### config.mk
export PLATFORM = sky130hd
export DESIGN_NAME = dmem_responder
export DESIGN_NICKNAME = d
export VERILOG_FILES = /design/src/rtl/dmem_responder.sv
export SDC_FILE = /design/constraint.sdc
export NUM_CORES = 2
export LEC_CHECK = 0
export BUFFER_PORTS_ARGS = -buffer_cell sky130_fd_sc_hd__buf_4
export CAP_MARGIN = 5
export CORE_MARGIN = 3
export CORE_UTILIZATION = 49
export CTS_CLUSTER_DIAMETER = 40
export DETAILED_ROUTE_END_ITERATION = 6
export GPL_ROUTABILITY_DRIVEN = 0
export PLACE_DENSITY = 0.71
export SKIP_CTS_REPAIR_TIMING = 1
export SYNTH_ARGS = -nofsm -noshare
export SYNTH_HDL_FRONTEND = slang
export SYNTH_SLANG_ARGS = --single-unit
### constraint.sdc
create_clock -name clk -period 4.6 [get_ports clk]
set_clock_uncertainty 0.15 [all_clocks]
set_input_delay 0 -clock clk [delete_from_list [all_inputs] [get_ports clk]]
set_output_delay 0 -clock clk [all_outputs]
set_load 0.005 [all_outputs]
### src/rtl/dmem_responder.sv
// Variable-latency data-memory responder for the memory stage: captures one
// load/store request, waits LATENCY cycles, performs the access and pulses a response.
module dmem_responder #(
  parameter int unsigned ADDR_WIDTH = 6,
  parameter int unsigned LATENCY    = 2
) (
  input  logic        clk,
  input  logic        reset,
  input  logic        ReqValid_ME,
  input  logic        ReqWrite_ME,
  input  logic [31:0] ReqAddr_ME,
  input  logic [31:0] ReqWrDat_ME,
  output logic        Stall_ME,
  output logic        RspValid_ME,
  output logic [31:0] RspRdDat_ME,
  output logic        RspErr_ME,
  output logic [15:0] AccessCnt
);

  localparam int unsigned DATA_W = 32;
  localparam int unsigned CNT_W  = 4;
  localparam int unsigned BYTE_W = ADDR_WIDTH + 2;
  localparam int unsigned DEPTH  = 1 << ADDR_WIDTH;

  typedef enum logic [1:0] {
    StIdle = 2'd0,
    StWait = 2'd1,
    StResp = 2'd2
  } state_t;

  state_t state;
  state_t stateNext;

  logic [CNT_W-1:0]      cnt;
  logic [CNT_W-1:0]      cntNext;
  logic                  reqWrite;
  logic [BYTE_W-1:0]     reqAddr;
  logic [DATA_W-1:0]     reqWrDat;
  logic                  capture;
  logic                  memWe;
  logic                  rdLoad;
  logic                  enterResp;
  logic [ADDR_WIDTH-1:0] idx;

  logic [DATA_W-1:0] mem [DEPTH];

  // Address bits above the word index are deliberately dropped (wrap-around).
  logic unusedAddrBits;
  assign unusedAddrBits = ^ReqAddr_ME[31:BYTE_W];

  assign idx      = reqAddr[BYTE_W-1:2];
  assign Stall_ME = ReqValid_ME && (state != StResp);

  // State register
  always_ff @(posedge clk or posedge reset) begin
    if (reset) begin
      state <= StIdle;
      cnt   <= '0;
    end else begin
      state <= stateNext;
      cnt   <= cntNext;
    end
  end

  // Next-state and access strobes
  always_comb begin
    stateNext = state;
    cntNext   = cnt;
    capture   = 1'b0;
    memWe     = 1'b0;
    rdLoad    = 1'b0;
    enterResp = 1'b0;
    case (state)
      StIdle: begin
        if (ReqValid_ME) begin
          capture   = 1'b1;
          cntNext   = CNT_W'(LATENCY);
          stateNext = StWait;
        end
      end
      StWait: begin
        if (cnt != '0) begin
          cntNext = cnt - CNT_W'(1);
        end else begin
          memWe     = reqWrite;
          rdLoad    = !reqWrite;
          enterResp = 1'b1;
          stateNext = StResp;
        end
      end
      StResp: stateNext = StIdle;
      default: stateNext = StIdle;
    endcase
  end

  // Captured request and registered response outputs
  always_ff @(posedge clk or posedge reset) begin
    if (reset) begin
      reqWrite    <= 1'b0;
      reqAddr     <= '0;
      reqWrDat    <= '0;
      RspValid_ME <= 1'b0;
      RspErr_ME   <= 1'b0;
      RspRdDat_ME <= '0;
      AccessCnt   <= '0;
    end else begin
      if (capture) begin
        reqWrite <= ReqWrite_ME;
        reqAddr  <= ReqAddr_ME[BYTE_W-1:0];
        reqWrDat <= ReqWrDat_ME;
      end
      RspValid_ME <= enterResp;
      RspErr_ME   <= enterResp && (reqAddr[1:0] != 2'b00);
      if (rdLoad) begin
        RspRdDat_ME <= mem[idx];
      end
      if (enterResp && (AccessCnt != 16'hFFFF)) begin
        AccessCnt <= AccessCnt + 16'd1;
      end
    end
  end

  // Storage array is intentionally left uninitialised by reset.
  always_ff @(posedge clk) begin
    if (memWe) begin
      mem[idx] <= reqWrDat;
    end
  end

endmodule

==> metrics.md <==
| Metric | Value |
|---|---|
| Outcome | `finished with violations` |
| Violated checks | `design-rule violations` |
| Area share of fa/ha/maj cells after synthesis | `0.000453` |
| Final hold viol count | `0` |
| Htree depth | `4` |
| Root buf cell | `clkbuf_16` |
| Yosys top cell area share | `0.743` |
| Startpoint Class | `flop` |
| Num rows | `150` |
| Initial core utilization | `0.494` |
| Die Area | `174000 um2` |
| RSZ-0062 raised after global routing | `false` |
| Gr usage total | `0.297` |
| WS Path Type | `reg2reg` |
| Post-synth top cells | `edfxtp_1 (2048), mux2i_1 (307), a22oi_1 (209), a221oi_1 (208), nand2_1 (204)` |
| Worst-margin pin slew | `1390 ps` |
| Sequential share of the synthesized area | `0.772` |
| Final Slew Violations | `0` |
| Total Wirelength | `264000 um` |
| Top FF cell, synth | `edfxtp_1` |
| Drt wl/cell | `35.9 um` |
| Via count | `50000` |
| Hpwl dp | `150000 um` |
| Max IR drop VDD | `0.000955 V` |
| Ranking of synthesized cells by area | `edfxtp_1 (74%), mux2i_1 (3.7%), dfrtp_1 (2.9%)` |
| Kind of end point of the critical path | `flop` |
| Initial antenna violation count | `12` |
| Detail Route Antenna Nets | `0` |
| Static Leakage | `0.0315 uW` |
| Largest net degree at the start of global routing | `79` |
| Number of global-route vias before repair | `47300` |
| CP required | `5200 ps` |
| Fmax | `about 250 MHz` |
| Global-route wire length before repair | `363000 um` |
| Yosys Warn Count | `0` |
| Critical Path Fanout Max | `37` |
| IO Port Bufs | `between 90 and 100` |
| Register bit total from synthesis | `2145` |
| Largest stage delay on the critical path | `980 ps` |
| Number of synthesized flops with an enable pin | `2048` |
| CTS sink count | `around 2100` |
| Async set-or-reset flop fraction in the synthesized netlist | `0.0452` |
| Clock Latency Late Sink | `860 ps` |
| Crit share post-route | `0.877` |
| XOR/XNOR share of the synthesized area | `0.00180` |
| Simple-gate share of the synthesized area | `0.0277` |
| # IOs | `roughly 120` |
| Total CTS buffers | `229` |
| Finished Layout Cells | `~7400` |
| Syn Inst Count | `4538` |
| DR pass1 iterations | `7` |
| Most numerous cell in the Yosys netlist | `edfxtp_1` |
| Worst hold path class | `in2reg` |
| Vias per cell | `6.80` |
| Share of cells above drive strength 1 | `0.219` |
| Layout area overhead | `16.8%` |
| CTS tree | `yes` |
| Die height | `approximately 420 um` |
| Worst rel slew slack | `0.0742` |
| Setup violations, final | `0` |
| DRC Markers | `3` |
| Power Density | `651 nW/um2` |
| Max Cap Viol | `0` |
| Syn Area/Cell | `18.2 um2` |
| CP Data Arrival Time | `4630 ps` |
| Syn Nets | `between 4000 and 5000` |
| Largest family of logic cells by synthesized area | `multiplexers` |
| Mapped Area | `82800 um2` |
| Synth area leader | `edfxtp_1` |
| Clock tree buffer depth | `3` |
| Clock-pin slew on the worst setup and hold paths | `~70 ps` |
| CP cell instances | `nor2b_4, buf_4, a22oi_1, nand2_1, nand3_1, a211o_1, o32a_1` |
| Net count, final | `~5000` |
| Grt ovf | `0` |
| Inst Count DP | `a little under 7000` |
| Post-synthesis mux area share | `0.0884` |
| Die Span X | `417 um` |
| Slowest stage cell on the critical path | `dfrtp_4` |
| Setup total negative slack | `0 ps` |
| Distinct cell type count after synthesis | `81` |
| Clock period minus worst slack | `4030 ps` |
| Synth Area in Compound Gates | `0.0871` |
| Core outline area | `168000 um2` |
| Drt initial violations | `between 9000 and 10000` |
-- placed cells by master (no fill, tap or decap), types with 70 or more instances in the layout --
cell / instances
clkbuf_16: 232
mux2i_1: 307
a22oi_1: 209
mux4_2: 105
a221oi_1: 208
nand2_1: 203
a21oi_1: 108
o22ai_1: 82
edfxtp_1: 2048
buf_4: 289
dlygate4sd3_1: 124
o21ai_0: 100
nor2_1: 108
mux2_2: 141
buf_12: 70
-- power by group --
group | total [uW] | switching, uW | internal (uW)
combinational | 17700 | 11700 | 6000
clock | 18100 | 7810 | 10300
sequential | 27200 | 2720 | 24500
total | 63000 | 22200 | 40800
-- critical path: cells and delay by family (launching register included) --
family	cells	cell delay (ps)
buffers and inverters	1	400
AOI/OAI and AO/OA	3	910
DFF	1	980
and+or+nand+nor	3	1410
-- layer usage --
| layer | track usage | up-vias | share of wire |
|---|---|---|---|
| li1 | - | 19500 | - |
| met1 | 0.398 | 25200 | 0.34 |
| met2 | 0.447 | 4359 | 0.45 |
| met3 | 0.0792 | 876 | 0.15 |
| met4 | 0.160 | 6 | 0.063 |
| met5 | 0 | - | 0.00013 |
-- through the flow --
stage | util | power [uW] | hold WS, ps | cell area [um2] | worst slack [ps]
after floorplan | - | 36200 | -44.6 | 82800 | 768
after global placement | 0.525 | 43900 | 46.7 | 87900 | 713
after detailed placement | 0.525 | 44300 | 47.4 | 87900 | 737
after CTS | 0.570 | 62100 | -869 | 95500 | 706
after global routing | 0.577 | 64300 | 176 | 96700 | 678
final | 0.577 | 63000 | 155 | 96700 | 567
-- flip-flops by register name, summed over array words and instances, names as in the netlist --
signal       count
mem           2048
RspRdDat_ME     32
reqWrDat        32
AccessCnt       16
reqAddr          8
cnt              4
state            2
RspErr_ME        1
RspValid_ME      1
reqWrite         1
-- cell type report --
type / count / area, um2
Antenna cell: 4 / 10.0
Clock buffer: 294 / 6150
Clock inverter: 139 / 1370
Fill cell: 12000 / 70900
Inverter: 9 / 46.3
Multi-Input combinational cell: 2075 / 17600
Sequential cell: 2145 / 64000
Tap cell: 2204 / 2760
Timing Repair Buffer: 483 / 4810
-- path summary, 6_finish.rpt --
kind | from | to | slack, ps | depth (start not counted)
setup / recovery | reqAddr[3] | RspRdDat_ME[28] | 570 | 7
hold / removal | ReqValid_ME | cnt[3] | 160 | 4
setup reg to reg | reqAddr[3] | RspRdDat_ME[28] | 570 | 7
hold reg to reg | AccessCnt[14] | AccessCnt[14] | 340 | 1
max in group asynchronous | reset | RspRdDat_ME[19] | 2850 | 5
min in group asynchronous | reset | reqWrDat[21] | 320 | 4
-- cell families (layout without fill, tap and decap cells) --
family                     after synthesis  after routing
AOI/OAI and AO/OA                      958            958
xor gates and xnor gates                17             17
adders and majority gates                3              3
buffers and inverters                  318            925
DFF                                   2145           2145
muxes                                  576            576
other                                    0              4
and+or+nand+nor                        521            521
Note: power is estimated with default switching activity, not from simulation.
